==> src/rtl/serial_adder_if.sv <==
// serial_adder_if: start/operand request and busy/done/result response bundle for serial_adder.
`default_nettype none

interface serial_adder_if #(
  parameter int WIDTH = 8
);
  logic             start;
  logic [WIDTH-1:0] in1;
  logic [WIDTH-1:0] in2;
  logic             Cin;
  logic             busy;
  logic             done;
  logic [WIDTH-1:0] Sum;
  logic             Cout;

  modport master (
    output start, in1, in2, Cin,
    input  busy, done, Sum, Cout
  );

  modport slave (
    input  start, in1, in2, Cin,
    output busy, done, Sum, Cout
  );
endinterface

`default_nettype wire

==> src/rtl/serial_adder.sv <==
// ---------------------------------------------------------------------------
// serial_adder: bit-serial adder, one full-adder cell, LSB first. Rev 1.0
// ---------------------------------------------------------------------------
`default_nettype none

module serial_adder #(
  parameter int WIDTH = 8
) (
  input  wire logic       clk,
  input  wire logic       rst_n,
  serial_adder_if.slave   sa_if
);

  localparam int CW = $clog2(WIDTH) + 1;

  localparam logic [1:0] S_IDLE  = 2'd0;
  localparam logic [1:0] S_SHIFT = 2'd1;
  localparam logic [1:0] S_DONE  = 2'd2;

  localparam logic [CW-1:0] LAST_BIT = CW'(WIDTH - 1);

  logic [1:0]       state_q, state_d;
  logic [WIDTH-1:0] op_a_q, op_a_d;
  logic [WIDTH-1:0] op_b_q, op_b_d;
  logic [WIDTH-1:0] acc_q, acc_d;
  logic [WIDTH-1:0] sum_q, sum_d;
  logic             carry_q, carry_d;
  logic             cout_q, cout_d;
  logic [CW-1:0]    cnt_q, cnt_d;

  logic             w_fa_sum;
  logic             w_fa_cout;
  logic             w_accept;
  logic             w_last;
  logic [WIDTH-1:0] w_acc_shifted;

  assign w_fa_sum  = op_a_q[0] ^ op_b_q[0] ^ carry_q;
  assign w_fa_cout = (op_a_q[0] & op_b_q[0]) | (carry_q & (op_a_q[0] ^ op_b_q[0]));

  // DONE accepts a new start just like IDLE, giving back-to-back throughput.
  assign w_accept = sa_if.start && ((state_q == S_IDLE) || (state_q == S_DONE));
  assign w_last   = (cnt_q == LAST_BIT);

  generate
    if (WIDTH == 1) begin : g_acc_w1
      assign w_acc_shifted = w_fa_sum;
    end else begin : g_acc_wn
      assign w_acc_shifted = {w_fa_sum, acc_q[WIDTH-1:1]};
    end
  endgenerate

  always_ff @(posedge clk or negedge rst_n) begin
    if (!rst_n) begin
      state_q <= S_IDLE;
    end else begin
      state_q <= state_d;
    end
  end

  always_comb begin
    state_d = state_q;
    case (state_q)
      S_IDLE:  if (sa_if.start) state_d = S_SHIFT;
      S_SHIFT: if (w_last)      state_d = S_DONE;
      S_DONE:  state_d = sa_if.start ? S_SHIFT : S_IDLE;
      default: state_d = S_IDLE;
    endcase
  end

  always_comb begin
    sa_if.busy = (state_q == S_SHIFT);
    sa_if.done = (state_q == S_DONE);
  end

  always_comb begin
    op_a_d  = op_a_q;
    op_b_d  = op_b_q;
    acc_d   = acc_q;
    carry_d = carry_q;
    cnt_d   = cnt_q;
    sum_d   = sum_q;
    cout_d  = cout_q;
    if (w_accept) begin
      op_a_d  = sa_if.in1;
      op_b_d  = sa_if.in2;
      carry_d = sa_if.Cin;
      acc_d   = '0;
      cnt_d   = '0;
    end else if (state_q == S_SHIFT) begin
      op_a_d  = op_a_q >> 1;
      op_b_d  = op_b_q >> 1;
      acc_d   = w_acc_shifted;
      carry_d = w_fa_cout;
      cnt_d   = cnt_q + CW'(1);
      // Result registers only move on the final bit, so they hold across operations.
      if (w_last) begin
        sum_d  = w_acc_shifted;
        cout_d = w_fa_cout;
      end
    end
  end

  always_ff @(posedge clk or negedge rst_n) begin
    if (!rst_n) begin
      op_a_q  <= '0;
      op_b_q  <= '0;
      acc_q   <= '0;
      carry_q <= 1'b0;
      cnt_q   <= '0;
      sum_q   <= '0;
      cout_q  <= 1'b0;
    end else begin
      op_a_q  <= op_a_d;
      op_b_q  <= op_b_d;
      acc_q   <= acc_d;
      carry_q <= carry_d;
      cnt_q   <= cnt_d;
      sum_q   <= sum_d;
      cout_q  <= cout_d;
    end
  end

  assign sa_if.Sum  = sum_q;
  assign sa_if.Cout = cout_q;

endmodule

`default_nettype wire

==> src/flat_wrapper.sv <==
// flat-port wrapper written by rule: the top's interface ports become plain ports
module serial_adder_flat 
#(
  parameter int WIDTH = 8
)
  (clk, rst_n, sa_if_start, sa_if_in1, sa_if_in2, sa_if_Cin, sa_if_busy, sa_if_done, sa_if_Sum, sa_if_Cout);
  serial_adder_if #(.WIDTH(WIDTH)) sa_if_i ();
  input  wire logic clk;
  input  wire logic rst_n;
  input wire logic [$bits(sa_if_i.start)-1:0] sa_if_start;
  input wire logic [$bits(sa_if_i.in1)-1:0] sa_if_in1;
  input wire logic [$bits(sa_if_i.in2)-1:0] sa_if_in2;
  input wire logic [$bits(sa_if_i.Cin)-1:0] sa_if_Cin;
  output wire logic [$bits(sa_if_i.busy)-1:0] sa_if_busy;
  output wire logic [$bits(sa_if_i.done)-1:0] sa_if_done;
  output wire logic [$bits(sa_if_i.Sum)-1:0] sa_if_Sum;
  output wire logic [$bits(sa_if_i.Cout)-1:0] sa_if_Cout;
  assign sa_if_i.start = sa_if_start;
  assign sa_if_i.in1 = sa_if_in1;
  assign sa_if_i.in2 = sa_if_in2;
  assign sa_if_i.Cin = sa_if_Cin;
  assign sa_if_busy = sa_if_i.busy;
  assign sa_if_done = sa_if_i.done;
  assign sa_if_Sum = sa_if_i.Sum;
  assign sa_if_Cout = sa_if_i.Cout;
  serial_adder #(.WIDTH(WIDTH)) u_core (.clk(clk), .rst_n(rst_n), .sa_if(sa_if_i));
endmodule
==> config.mk <==
export PLATFORM = sky130hd
export DESIGN_NAME = serial_adder_flat
export DESIGN_NICKNAME = d
export VERILOG_FILES = /design/src/rtl/serial_adder_if.sv /design/src/rtl/serial_adder.sv /design/src/flat_wrapper.sv
export SDC_FILE = /design/constraint.sdc
export NUM_CORES = 1
export LEC_CHECK = 0
export BUFFER_PORTS_ARGS = -buffer_cell sky130_fd_sc_hd__buf_2
export CAP_MARGIN = 10
export CORE_ASPECT_RATIO = 1.75
export CORE_UTILIZATION = 46
export DETAILED_ROUTE_END_ITERATION = 10
export PLACE_DENSITY_LB_ADDON = 0.25
export SLEW_MARGIN = 20
export SYNTH_ARGS = -nofsm -noshare
export SYNTH_HDL_FRONTEND = slang
export SYNTH_SLANG_ARGS = --single-unit
==> constraint.sdc <==
create_clock -name clk -period 2.1 [get_ports clk]
set_input_delay 0.42 -clock clk [delete_from_list [all_inputs] [get_ports clk]]
set_output_delay 0.42 -clock clk [all_outputs]
set_load 0.05 [all_outputs]
# [Yosys cells after proc, flatten, opt, wreduce, memory -nomap -nowiden]
# Index checks and enable logic that the tools add are counted.
[totals] ff_bits=40 elab_cells=40 in_bits=20 output_inout_bits=11
[classes] n_bitwise=6 muxes=14 add_sub_neg=1 n_eq_ne=5 n_reduce_logical=6
[ops] cell="8-bit 2-to-1 mux" count=6
[ops] cell="4-bit 2-to-1 mux" count=2
[ops] cell="2-bit case mux with 3 select lines" count=1
[ops] cell="4-bit by 1-bit adder with 4-bit output, second input constant" count=1
[ops] cell="4-bit by 3-bit == test with 1-bit output, second input constant" count=1
[ops] cell="2-bit 2-to-1 mux" count=2
[ops] cell="1-bit 2-to-1 mux" count=3
[ops] cell="3-bit AND reduction" count=1
[ops] cell="1-bit bitwise AND" count=2
[ops] cell="2-bit by 1-bit == test with 1-bit output, second input constant" count=1
[ops] cell="2-bit == test, second input constant" count=1
[ops] cell="2-bit zero test" count=1
[ops] cell="2-bit by 1-bit inequality test with 1-bit output, second input constant" count=1
[ops] cell="2-bit inequality test, second input constant" count=1
[ops] cell="2-bit AND reduction" count=1
[ops] cell="2-bit nonzero test" count=1
[ops] cell="1-bit XOR" count=2
[ops] cell="1-bit logical AND" count=1
[ops] cell="1-bit logical OR" count=1
[ops] cell="1-bit inverter" count=1
[ops] cell="1-bit OR" count=1

# [Depth between registers and ports, before layout]
[depth] depth_word=5 mapped_depth=6

# [Worst setup path after synthesis]
# OpenSTA, ideal clock, no wires.
[synth_timing] kind="register -> output" start="reg u_core.state_q[1]" end="out sa_if_busy" path_stages_with_launch=5 arrival_time_ns=1.078 setup_slack_ns=0.602 t_required_ns=1.680 path_cell_list="dfrtp_1 -> nand2b_1 -> buf_6 -> inv_2 -> buf_2"
[synth_between] elab_chain_len=1
[synth_rtl] element="start, declared" line_no="serial_adder.sv:22" rtl="logic [1:0] state_q, state_d;"
[synth_rtl] element="start signal, assigned" line_no="serial_adder.sv:56" rtl="state_q <= state_d;"
[synth_rtl] element="2-bit by 1-bit == test with 1-bit output" line_no="serial_adder.sv:71" rtl="sa_if.busy = (state_q == S_SHIFT);"
[synth_rtl] element="end, declared" line_no="flat_wrapper.sv:14" rtl="output wire logic [$bits(sa_if_i.busy)-1:0] sa_if_busy;"
# No other way between the ends.

# [Worst setup path in the final report]
# Ends and elaborated chain as after synthesis.

==> flow_summary.rst <==
.. list-table::
   :header-rows: 1

   * - Metric
     - Value
   * - Worst IR Drop VDD
     - 1070 uV
   * - Post-route clock period utilization
     - 93.5%
   * - Worst-path clk slew
     - 0.07 ns
   * - Post-synthesis instance total
     - 140
   * - Count of TritonRoute iterations in the first routing pass
     - 4
   * - Leakage power
     - 0.952 nW
   * - Number of fillers in the final layout
     - 313
   * - Area of the die
     - 3750 um2
   * - Total of endpoints with negative setup slack in the final report
     - 0
   * - Worst Hold Slack
     - 0.130 ns
   * - Floorplan row count
     - 28
   * - Average wire per cell in the routed design
     - 14.4 um
   * - Number of buffers added on ports
     - 30
   * - Flop and latch count out of synthesis
     - 39
   * - Arrival time at the worst endpoint
     - 1.54 ns
   * - Initial detailed-routing violation count
     - 12
   * - EDFF count, synth
     - 0
   * - Buffer and inverter count on the worst path
     - 2
   * - Final ANT Viol Nets
     - 0
   * - Share of layout cells above drive strength 1
     - 30.9%
   * - Destination of the critical timing path
     - sa_if_busy
   * - Sequential standard cell area
     - 976 um2
   * - Overall die height
     - 80.2 um
   * - Cell class contributing the biggest share of worst-path delay
     - buffers and inverters
   * - Worst-case register-to-register setup slack
     - 0.49 ns
   * - Clock tree from TritonCTS
     - built
   * - Slew Limit Headroom
     - 60.7%
   * - List of cells traversed by the critical path
     - nand2b_1, inv_2, buf_2
   * - Wire length of the first global-routing pass
     - 5290 um
   * - Top cell types by occurrence after synthesis
     - sky130_fd_sc_hd__dfrtp_1 (39), sky130_fd_sc_hd__nand2_1 (26), sky130_fd_sc_hd__nor2_1 (11), sky130_fd_sc_hd__a22o_1 (10)
   * - Syn. warnings
     - 0
   * - Area occupied by multi-input gates
     - 588 um2
   * - Root buffer selected by CTS
     - sky130_fd_sc_hd__clkbuf_8
   * - Max incr delay on CP
     - 0.38 ns
   * - Share of the synthesized area in the top cell type
     - 60.7%
   * - Startpoint kind of the worst setup timing path
     - flip-flop
   * - Overall global routing resource usage
     - 20.2%
   * - HPWL Detailed
     - 2250 um
   * - Io pins
     - 31
   * - CP endpoint kind
     - output pin
   * - Depth of the worst register-to-register path
     - 3
   * - Fraction of power consumed by sequential logic
     - 39.2%
   * - Total congestion overflow
     - 0
   * - Wire length after detailed routing
     - 3160 um
   * - Startpoint of the most critical register-to-register path
     - u_core.state_q[1]$_DFFE_PN0P_
   * - Horizontal die dimension
     - 46.7 um
   * - Critical Setup Path Class
     - flip-flop to output pin
   * - Timing startpoint of the critical path
     - u_core.state_q[1]$_DFFE_PN0P_
   * - Number of clock sinks seen by CTS
     - 39
   * - Total of max-cap violations
     - 0
   * - Worst Skew
     - 0.00231 ns
   * - Largest net degree at the start of global routing
     - 28
   * - Hold Buf Count CTS
     - 0
   * - Relative contribution of combinational cells to total power
     - 39.0%
   * - Maximum buffer depth of the clock tree
     - 2
   * - Total stage count of the critical path
     - 3
   * - Prevailing post-synth register cell
     - sky130_fd_sc_hd__dfrtp_1
   * - Number of global-route vias before repair
     - 1,157
   * - Net count of the mapped netlist
     - 162
   * - Cell area power density
     - 1720 nW/um2
   * - Library cell with the highest instance count after synthesis
     - sky130_fd_sc_hd__dfrtp_1
   * - H-tree depth reported by CTS
     - 2
   * - Worst path slowest cell
     - sky130_fd_sc_hd__dfrtp_1
   * - Sequential-to-total area share from yosys stat
     - 60.7%
   * - Part of the power in the clock network
     - 21.8%
   * - Cell taking the most area after synthesis
     - sky130_fd_sc_hd__dfrtp_1
   * - Clock latency reported for the late side of the worst-skew pair
     - 0.29 ns
   * - Distinct cell type count of the synthesized netlist
     - 26
   * - Gates resized, CTS repair
     - 0
   * - Initial core utilization
     - 47.8%
   * - Cell types occupying the most area after synthesis
     - sky130_fd_sc_hd__dfrtp_1 (61%), sky130_fd_sc_hd__mux2_2 (6.3%), sky130_fd_sc_hd__nand2_1 (6.1%)
   * - Final hold viol count
     - 0
   * - Util after Layout
     - 57.8%
   * - Max Freq
     - 0.509 GHz
   * - Share of total power consumed by net switching
     - 38.6%
   * - Transition at the pin with the smallest max-transition slack
     - 0.590 ns
   * - Area grow syn2layout
     - 20.8%
   * - Type of the tightest min-delay check
     - input port to asynchronous set/reset pin
   * - Post-synth ARST share
     - 100%
   * - Vias per Instance
     - 5.46
   * - Status
     - finished clean
   * - Placeable Area
     - 3360 um2
   * - # diodes
     - 0
   * - DRC violations left
     - 0
   * - Total setup buffers inserted after CTS
     - 0
   * - RR Endpoint
     - u_core.sa_if.Sum[5]$_DFFE_PN0P_
   * - Nets
     - 196
   * - Worst Path Required
     - 1.68 ns
   * - Peak fanout along the critical path
     - 19
   * - Unrepaired setup endpoints after global routing
     - no
   * - Via count
     - 1,201
   * - Initial antenna violation count
     - 0
   * - Setup TNS
     - 0 ns
   * - Max-slew violations
     - 0
   * - Final weighted congestion in routability-driven placement
     - 0.699
   * - Int Pwr
     - 0.00205 W
   * - Average size of a mapped cell
     - 11.5 um2
   * - Net Switching
     - 0.00129 W
   * - Combined area of all synthesized cells
     - 1610 um2
   * - Min Tclk post-route
     - 1.96 ns
   * - Number of buffers created by CTS
     - 5
==> final cells by class <==
type / count / area share (%)
Sequential cell: 39 / 50.2
Inverter: 1 / 0.193
Timing Repair Buffer: 35 / 9.65
Clock inverter: 2 / 3.09
Tap cell: 45 / 2.90
Multi-Input combinational cell: 92 / 30.2
Clock buffer: 6 / 3.73
==> power groups by stage <==
| stage | logic, W | clock network (W) | registers, W |
|---|---|---|---|
| final | 0.00131 | 0.000728 | 0.00131 |
| after global routing | 0.00144 | 0.000776 | 0.00135 |
| after CTS | 0.00132 | 0.000740 | 0.00131 |
| after detailed placement | 0.00133 | 0 | 0.00132 |
| after global placement | 0.00128 | 0 | 0.00131 |
| after floorplan | 0.000788 | 0 | 0.00152 |
==> worst register-to-register path: cells and delay by family (launching register included) <==
family | cells | cell delay, ns
multiplexers | 1 | 0.40
AND/OR/NAND/NOR | 2 | 0.72
flip-flops | 1 | 0.38
==> cell usage in the layout, fill, tap and decap left out, drive strengths merged <==
cell    instances
dfrtp          39
buf            35
nand2          26
nor2           12
a22o           10
mux2            9
a31oi           9
nand3           6
clkbuf          6
a22oi           5
nand2b          2
and2b           2
o21ai           2
bufinv          2
nor3            2
inv             1
nand3b          1
xor2            1
nand4           1
mux2i           1
o22ai           1
fa              1
ha              1
==> layer usage <==
layer / share of wire, % / wire length [um] / up-vias / global-route usage, %
met5: 0 / 0 / - / 0
met4: 1.7 / 55 / 0 / 9.71
met3: 4.6 / 147 / 4 / 7.42
li1: - / - / 562 / -
met2: 52 / 1650 / 31 / 30.8
met1: 41 / 1310 / 604 / 24.3
==> flip-flops by register name (all words and copies together), names as in the netlist <==
name,flops
u_core.op_a_q,8
u_core.op_b_q,8
u_core.sa_if.Sum,8
u_core.acc_q,7
u_core.cnt_q,4
u_core.state_q,2
u_core.carry_q,1
u_core.sa_if.Cout,1
==> through the flow <==
step	cell area (um2)	worst slack (ns)	cells	total power, W
final	1940	0.136	220	0.00335
after global routing	1940	0.0210	220	0.00357
after CTS	1940	0.128	220	0.00337
after detailed placement	1810	0.446	212	0.00264
after global placement	1810	0.476	212	0.00259
after floorplan	1610	0.602	140	0.00231
==> how the worst min path moves through the flow <==
stage,start,endpoint,cells past startpoint
after floorplan,rst_n,u_core.acc_q[1]$_DFFE_PN0P_,0
after global placement,rst_n,u_core.cnt_q[2]$_DFFE_PN0P_,1
after detailed placement,rst_n,u_core.op_a_q[5]$_DFFE_PN0P_,1
after CTS,rst_n,u_core.state_q[0]$_DFFE_PN0P_,1
after global routing,rst_n,u_core.state_q[1]$_DFFE_PN0P_,1
final,rst_n,u_core.op_a_q[5]$_DFFE_PN0P_,1
==> kinds of logic after synthesis <==
family	after synthesis	share of synthesized area (%)
fa+ha+maj	2	2.02
simple gates	52	14.8
buf+inv	9	2.80
compound gates	27	12.3
flops	39	60.7
xor+xnor	1	0.544
mux	10	6.92
(Power assumes the default switching activity.)
